--- src/rtl/rfsoc_cfg_serializer_pkg.sv ---
// Shared definitions for the rfsoc_config GPIO serial-configuration protocol:
// register width, gpio bit assignments, target codes and FSM state encoding.
package rfsoc_config;

  localparam int unsigned config_reg_width = 32;

  // gpio_ctrl bit assignments as seen by adc_driver
  localparam int unsigned sdata                   = 0;
  localparam int unsigned trigger_line            = 1;
  localparam int unsigned adc_num_cycle_count_clk = 2;
  localparam int unsigned adc_shift_val_clk       = 3;

  typedef enum logic [1:0] {
    TGT_RUN_CYCLES = 2'd0,
    TGT_SHIFT_VAL  = 2'd1
  } cfg_target_t;

  typedef enum logic [2:0] {
    IDLE      = 3'd0,
    TRIG      = 3'd1,
    SEL_LEAD  = 3'd2,
    SETUP     = 3'd3,
    CLK_HI    = 3'd4,
    CLK_LO    = 3'd5,
    SEL_TRAIL = 3'd6
  } cfg_ser_state_t;

  // Codes 2 and 3 are reserved and must never produce serial activity
  function automatic logic tgt_is_valid(input logic [1:0] tgt);
    return (tgt == 2'd0) || (tgt == 2'd1);
  endfunction

  // Strobe line that clocks the selected register inside adc_driver
  function automatic int unsigned tgt_gpio_idx(input cfg_target_t tgt);
    case (tgt)
      TGT_SHIFT_VAL: return adc_shift_val_clk;
      default:       return adc_num_cycle_count_clk;
    endcase
  endfunction

endpackage

--- src/rtl/rfsoc_cfg_serializer_if.sv ---
// Parallel register-write handshake between PL logic and the serializer.
interface rfsoc_cfg_serializer_if #(
  parameter int CONFIG_REG_WIDTH = 32
);
  logic                        cfg_valid;
  logic                        cfg_ready;
  logic [1:0]                  cfg_target;
  logic [CONFIG_REG_WIDTH-1:0] cfg_data;

  modport master (output cfg_valid, output cfg_target, output cfg_data, input cfg_ready);
  modport slave  (input cfg_valid, input cfg_target, input cfg_data, output cfg_ready);
endinterface

--- src/rtl/rfsoc_cfg_serializer.sv ---
// Transmitter for the rfsoc_config GPIO protocol: shifts a latched register
// value out LSB-first on the sdata line, clocking it with the target strobe,
// framed by select_out. Also issues the one-cycle capture trigger.
module rfsoc_cfg_serializer
  import rfsoc_config::*;
#(
  parameter int CONFIG_REG_WIDTH = config_reg_width,
  parameter int SETUP_CYC        = 2,
  parameter int HIGH_CYC         = 2,
  parameter int LOW_CYC          = 2,
  parameter int GPIO_WIDTH       = 16
) (
  input  logic                   ps_clk,
  input  logic                   rst,
  rfsoc_cfg_serializer_if.slave  cfg_if,
  input  logic                   trig_req,
  output logic [GPIO_WIDTH-1:0]  gpio_ctrl,
  output logic                   select_out,
  output logic                   cfg_done,
  output logic                   cfg_err,
  output logic                   trig_dropped
);

  localparam int PH_MAX = (SETUP_CYC > HIGH_CYC) ?
                          ((SETUP_CYC > LOW_CYC) ? SETUP_CYC : LOW_CYC) :
                          ((HIGH_CYC > LOW_CYC) ? HIGH_CYC : LOW_CYC);
  localparam int BIT_W  = $clog2(CONFIG_REG_WIDTH);
  localparam int PH_W   = $clog2(PH_MAX + 1);

  cfg_ser_state_t              state_q, state_d;
  logic [BIT_W-1:0]            bit_q, bit_d;
  logic [PH_W-1:0]             phase_q, phase_d;
  logic [CONFIG_REG_WIDTH-1:0] data_q, data_d;
  cfg_target_t                 tgt_q, tgt_d;
  logic [GPIO_WIDTH-1:0]       gpio_q, gpio_d;
  logic                        select_q, select_d;
  logic                        ready_q, ready_d;
  logic                        done_q, done_d;
  logic                        err_q, err_d;
  logic                        dropped_q, dropped_d;

  assign gpio_ctrl        = gpio_q;
  assign select_out       = select_q;
  assign cfg_done         = done_q;
  assign cfg_err          = err_q;
  assign trig_dropped     = dropped_q;
  assign cfg_if.cfg_ready = ready_q;

  // Next-state/counter logic, then outputs decoded from the next state so they register in step
  always_comb begin
    state_d   = state_q;
    bit_d     = bit_q;
    phase_d   = phase_q;
    data_d    = data_q;
    tgt_d     = tgt_q;
    done_d    = 1'b0;
    err_d     = 1'b0;
    dropped_d = 1'b0;

    case (state_q)
      IDLE: begin
        // A trigger takes priority; a concurrent write stays pending until after TRIG
        if (trig_req) begin
          state_d = TRIG;
        end else if (cfg_if.cfg_valid && ready_q) begin
          if (tgt_is_valid(cfg_if.cfg_target)) begin
            state_d = SEL_LEAD;
            data_d  = cfg_if.cfg_data;
            tgt_d   = cfg_target_t'(cfg_if.cfg_target);
            bit_d   = '0;
            phase_d = '0;
          end else begin
            err_d = 1'b1;
          end
        end else begin
          state_d = IDLE;
        end
      end
      TRIG: begin
        state_d = IDLE;
      end
      SEL_LEAD: begin
        state_d = SETUP;
        bit_d   = '0;
        phase_d = '0;
      end
      SETUP: begin
        if (phase_q == PH_W'(SETUP_CYC - 1)) begin
          state_d = CLK_HI;
          phase_d = '0;
        end else begin
          phase_d = phase_q + PH_W'(1);
        end
      end
      CLK_HI: begin
        if (phase_q == PH_W'(HIGH_CYC - 1)) begin
          state_d = CLK_LO;
          phase_d = '0;
        end else begin
          phase_d = phase_q + PH_W'(1);
        end
      end
      CLK_LO: begin
        if (phase_q == PH_W'(LOW_CYC - 1)) begin
          phase_d = '0;
          if (bit_q == BIT_W'(CONFIG_REG_WIDTH - 1)) begin
            state_d = SEL_TRAIL;
          end else begin
            state_d = SETUP;
            bit_d   = bit_q + BIT_W'(1);
          end
        end else begin
          phase_d = phase_q + PH_W'(1);
        end
      end
      SEL_TRAIL: begin
        state_d = IDLE;
        done_d  = 1'b1;
      end
      default: begin
        state_d = IDLE;
      end
    endcase

    if (trig_req && (state_q != IDLE)) begin
      dropped_d = 1'b1;
    end else begin
      dropped_d = 1'b0;
    end

    gpio_d   = '0;
    select_d = 1'b0;
    ready_d  = 1'b0;
    case (state_d)
      IDLE:                ready_d = 1'b1;
      TRIG:                gpio_d[trigger_line] = 1'b1;
      SEL_LEAD, SEL_TRAIL: select_d = 1'b1;
      SETUP, CLK_LO: begin
        select_d      = 1'b1;
        gpio_d[sdata] = data_d[bit_d];
      end
      CLK_HI: begin
        select_d      = 1'b1;
        gpio_d[sdata] = data_d[bit_d];
        gpio_d        = gpio_d | (GPIO_WIDTH'(1'b1) << tgt_gpio_idx(tgt_d));
      end
      default:             select_d = 1'b0;
    endcase
  end

  // State, counters, latched write and all outputs; reset aborts any frame silently
  always_ff @(posedge ps_clk or negedge rst) begin
    if (!rst) begin
      state_q   <= IDLE;
      bit_q     <= '0;
      phase_q   <= '0;
      data_q    <= '0;
      tgt_q     <= TGT_RUN_CYCLES;
      gpio_q    <= '0;
      select_q  <= 1'b0;
      ready_q   <= 1'b0;
      done_q    <= 1'b0;
      err_q     <= 1'b0;
      dropped_q <= 1'b0;
    end else begin
      state_q   <= state_d;
      bit_q     <= bit_d;
      phase_q   <= phase_d;
      data_q    <= data_d;
      tgt_q     <= tgt_d;
      gpio_q    <= gpio_d;
      select_q  <= select_d;
      ready_q   <= ready_d;
      done_q    <= done_d;
      err_q     <= err_d;
      dropped_q <= dropped_d;
    end
  end

endmodule

--- src/flat_wrapper.sv ---
// flat-port wrapper written by rule: the top's interface ports become plain ports
module rfsoc_cfg_serializer_flat import rfsoc_config::*;
#(
  parameter int CONFIG_REG_WIDTH = config_reg_width,
  parameter int SETUP_CYC        = 2,
  parameter int HIGH_CYC         = 2,
  parameter int LOW_CYC          = 2,
  parameter int GPIO_WIDTH       = 16
)
  (ps_clk, rst, trig_req, gpio_ctrl, select_out, cfg_done, cfg_err, trig_dropped, cfg_if_cfg_valid, cfg_if_cfg_target, cfg_if_cfg_data, cfg_if_cfg_ready);
  rfsoc_cfg_serializer_if #(.CONFIG_REG_WIDTH(CONFIG_REG_WIDTH)) cfg_if_i ();
  input  logic ps_clk;
  input  logic rst;
  input  logic trig_req;
  output logic [GPIO_WIDTH-1:0] gpio_ctrl;
  output logic select_out;
  output logic cfg_done;
  output logic cfg_err;
  output logic trig_dropped;
  input wire logic [$bits(cfg_if_i.cfg_valid)-1:0] cfg_if_cfg_valid;
  input wire logic [$bits(cfg_if_i.cfg_target)-1:0] cfg_if_cfg_target;
  input wire logic [$bits(cfg_if_i.cfg_data)-1:0] cfg_if_cfg_data;
  output wire logic [$bits(cfg_if_i.cfg_ready)-1:0] cfg_if_cfg_ready;
  assign cfg_if_i.cfg_valid = cfg_if_cfg_valid;
  assign cfg_if_i.cfg_target = cfg_if_cfg_target;
  assign cfg_if_i.cfg_data = cfg_if_cfg_data;
  assign cfg_if_cfg_ready = cfg_if_i.cfg_ready;
  rfsoc_cfg_serializer #(.CONFIG_REG_WIDTH(CONFIG_REG_WIDTH), .SETUP_CYC(SETUP_CYC), .HIGH_CYC(HIGH_CYC), .LOW_CYC(LOW_CYC), .GPIO_WIDTH(GPIO_WIDTH)) u_core (.ps_clk(ps_clk), .rst(rst), .cfg_if(cfg_if_i), .trig_req(trig_req), .gpio_ctrl(gpio_ctrl), .select_out(select_out), .cfg_done(cfg_done), .cfg_err(cfg_err), .trig_dropped(trig_dropped));
endmodule
--- config.mk ---
export PLATFORM = sky130hd
export DESIGN_NAME = rfsoc_cfg_serializer_flat
export DESIGN_NICKNAME = d
export VERILOG_FILES = /design/src/rtl/rfsoc_cfg_serializer_pkg.sv /design/src/rtl/rfsoc_cfg_serializer_if.sv /design/src/rtl/rfsoc_cfg_serializer.sv /design/src/flat_wrapper.sv
export SDC_FILE = /design/constraint.sdc
export NUM_CORES = 1
export LEC_CHECK = 0
export ABC_AREA = 1
export ABC_CLOCK_PERIOD_IN_PS = 3300
export CORE_UTILIZATION = 55
export DETAILED_ROUTE_END_ITERATION = 12
export PLACE_DENSITY = 0.85
export SKIP_LAST_GASP = 1
export SLEW_MARGIN = 40
export SYNTH_ARGS = -nofsm -noshare
export SYNTH_HDL_FRONTEND = slang
export SYNTH_SLANG_ARGS = --single-unit
--- constraint.sdc ---
create_clock -name ps_clk -period 3.3 [get_ports ps_clk]
set_input_delay 0.99 -clock ps_clk [delete_from_list [all_inputs] [get_ports ps_clk]]
set_output_delay 0.99 -clock ps_clk [all_outputs]
set_load 0.03 [all_outputs]
==> results.json <==
{
  "drv_cap": 0,
  "grt_antenna_before_repair": 0,
  "final_max_slew_viol_count": 0,
  "grt_pass1_wl_mm": 9.673,
  "crit_start": "cfg_if_cfg_valid",
  "cts_tree": "built",
  "cts_buffer_depth": 2,
  "cts.reportedPaths.clkPinSlew_ns": 0.10,
  "numCtsBuffers": 5,
  "syn_avg_cell_area_um2": 7.892,
  "postPlaceCellArea_um2": 3317,
  "dp_hpwl_mm": 4.479,
  "overflow": 0,
  "relSlewSlack": 0.6184,
  "fin_skew_ns": 0.005484,
  "io_pins": 59,
  "p_comb_frac": 0.456,
  "syn_to_final_growth_pct": 20.47,
  "die_y_um": 73.97,
  "clkPwrFrac": 0.167,
  "vias": 2368,
  "yosys_warnings": 0,
  "reg2reg_to": "u_core.gpio_ctrl[0]",
  "cts_root_buffer": "clkbuf_8",
  "critPathKind": "in -> reg",
  "cts_max_level": 2,
  "setup_viol": 0,
  "synth_cell_types": 32,
  "status": "completed",
  "fp.dieW_um": 73.97,
  "netSwitchingPower_mw": 1.097,
  "drt-total-wl_mm": 6.038,
  "p_per_area_nw_per_um2": 781.1,
  "row_count": 25,
  "yosys.area.top_type_share": 0.4655,
  "rr_worst_depth": 14,
  "synth_seq_cells": 53,
  "fin_crit_ns": 2.856,
  "dieArea_um2": 5472,
  "finalCritPeriodShare": 0.8656,
  "fin_nets": 448,
  "grt_max_degree": 30,
  "fmax_mhz": 350.1,
  "syn_inst": 361,
  "start_kind": "input port",
  "setup_slack_ns": 0.4436,
  "tightest_slew_ns": 0.5724,
  "initial_utilization": 0.5876,
  "cp-end-kind": "flop",
  "clock_latency_ns": 0.31,
  "seqPwrFrac": 0.376,
  "worstPathArrival_ns": 3.11,
  "ir_drop_mv": 0.3857,
  "avgViaCountPerCell": 4.964,
  "design_area_um2": 3432,
  "dr.pass1.iters": 4,
  "cts_sinks": 53,
  "cts_hold_buf": 0,
  "yosys.area.top_type": "dfrtp_1",
  "worstSetupEndpoint": "u_core.gpio_ctrl[0]",
  "synth_area_um2": 2849,
  "hold_ws_ns": 0.5158,
  "switching_share": 0.4092,
  "grt_pass1_vias": 2117,
  "hold_viol_final": 0,
  "nFillCells": 399,
  "rsz0062_at_grt": "no",
  "layout-drive-gt1-share": 0.1024,
  "port_buffers": 46,
  "leakage_nw": 1.785,
  "ant_nets": 0,
  "tns_ns": 0,
  "post_cts_buffers": 0,
  "globalplace.congestion": 0.9033,
  "synth.area.top_cells": "dfrtp_1, nand2_1, inv_1, nand3_1, o21ai_0",
  "grt_usage": 0.2371,
  "yosysSeqAreaShare": 0.4655,
  "first_iter_violations": 147,
  "hold_path.class": "reg -> reg",
  "core_area_um2": 4848,
  "hold_depth": 2,
  "required_ns": 3.55,
  "n_antenna_cell": 0,
  "preCtsSetupSlack_ns": 0.09392,
  "postCtsResizedCells": 0,
  "drc": 0,
  "p_int_mw": 1.584,
  "wire_per_inst_um": 12.66,
  "timing.rr.start": "u_core.bit_q[0]",
  "path_max_fanout": 23,
  "r2r_slack_ns": 0.95
}
flip-flops by register name (all words and copies together), names as in the netlist:
name                     cells
u_core.trig_dropped          1
u_core.tgt_q                 2
u_core.data_q               32
u_core.bit_q                 5
u_core.phase_q               2
u_core.cfg_if.cfg_ready      1
u_core.state_q               3
u_core.gpio_ctrl             4
u_core.select_out            1
u_core.cfg_done              1
u_core.cfg_err               1
layout make-up:
type                       instances  area, um^2  share of cell area
tap                               67       83.83             0.02443
sequential                        53        1326              0.3864
inverter                          77       289.0             0.08421
clock inverter                     3       46.29             0.01349
multi-input combinational        223        1140              0.3321
timing repair buffer              49       478.0              0.1393
clock buffer                       5       68.82             0.02005
routing by layer:
metal	vias to the layer above	GRT usage	wire, um
met3	10	0.03523	252
met2	65	0.3899	2940
met1	1106	0.3196	2750
met4	0	0.08974	95
li1	1187	-	-
met5	-	0	0
cell usage after synthesis:
cell type	number
o211ai_2	1
nor4_1	1
conb_1	1
nor2_4	1
nor2_8	2
a221oi_1	1
nand2_1	71
a21boi_0	1
inv_2	8
nand3_1	39
o21ai_1	12
buf_4	12
o21ai_2	1
o21ai_4	1
o21bai_1	1
ha_1	1
nand4_4	1
nand2_2	2
nor3_1	6
dfrtp_1	53
nand2_4	6
or2_1	5
nor2_1	18
inv_1	69
clkbuf_1	2
buf_2	3
or2_2	7
o21ai_0	28
or2_0	1
buf_6	2
nand4_1	1
a21oi_1	3
cells by family after synthesis:
logic type	Yosys count	synth area share
AO/OA/AOI/OAI	49	0.09706
adder cells (fa/ha/maj)	1	0.004391
buffers and inverters	96	0.1489
flip-flops	53	0.4655
other	1	0.001316
AND/OR/NAND/NOR	161	0.2828
worst min path at each step:
stage,from,to,slack [ns]
4_1_cts,u_core.tgt_q[1],u_core.tgt_q[1],0.52
3_5_place_dp,u_core.data_q[15],u_core.data_q[15],0.49
2_1_floorplan,u_core.data_q[15],u_core.data_q[15],0.46
3_3_place_gp,u_core.tgt_q[1],u_core.tgt_q[1],0.49
6_report,u_core.data_q[15],u_core.data_q[15],0.52
5_1_grt,u_core.state_q[0],u_core.cfg_done,0.53
through the flow:
| stage | total power [mW] | utilization | cells |
|---|---|---|---|
| 6_report | 2.681 | 0.7079 | 477 |
| 3_5_place_dp | 2.239 | 0.6841 | 469 |
| 2_1_floorplan | 1.934 | - | 372 |
| 4_1_cts | 2.688 | 0.7079 | 477 |
| 3_3_place_gp | 2.180 | 0.6841 | 469 |
| 5_1_grt | 2.891 | 0.7079 | 477 |
critical path, stage by stage:
cell,delay (ns)
clkdlybuf4s50_1,0.45
nand2_1,0.08
nor3_1,0.28
nand2_4,0.23
inv_2,0.23
or2_2,0.15
o21ai_0,0.13
nand2_1,0.09
nand3_1,0.07
nand3_1,0.07
nand2_1,0.05
nor2_1,0.13
nor2_1,0.06
nor2_1,0.09
power by group through the flow:
| stage | Sequential [mW] | Combinational [mW] | Clock, mW |
|---|---|---|---|
| 6_report | 1.01 | 1.22 | 0.449 |
| 5_1_grt | 1.03 | 1.38 | 0.475 |
| 4_1_cts | 1.01 | 1.23 | 0.454 |
| 3_5_place_dp | 1.02 | 1.22 | 0 |
| 3_3_place_gp | 1.00 | 1.18 | 0 |
| 2_1_floorplan | 1.06 | 0.877 | 0 |
cell usage in the layout (no fill, tap or decap), drive strengths merged:
cell type      instances
nand3                 39
bufinv                 1
a21boi                 1
or2                   13
nor3                   6
conb                  12
o21bai                 1
buf                    4
o21ai                 42
a21oi                  3
ha                     1
inv                   77
nor2                  21
nor4                   1
clkinvlp               1
o211ai                 1
nand4                  2
clkdlybuf4s50         45
clkinv                 1
nand2                 79
dfrtp                 53
clkbuf                 5
a221oi                 1
No activity file was read; power rests on OpenSTA's default activity.
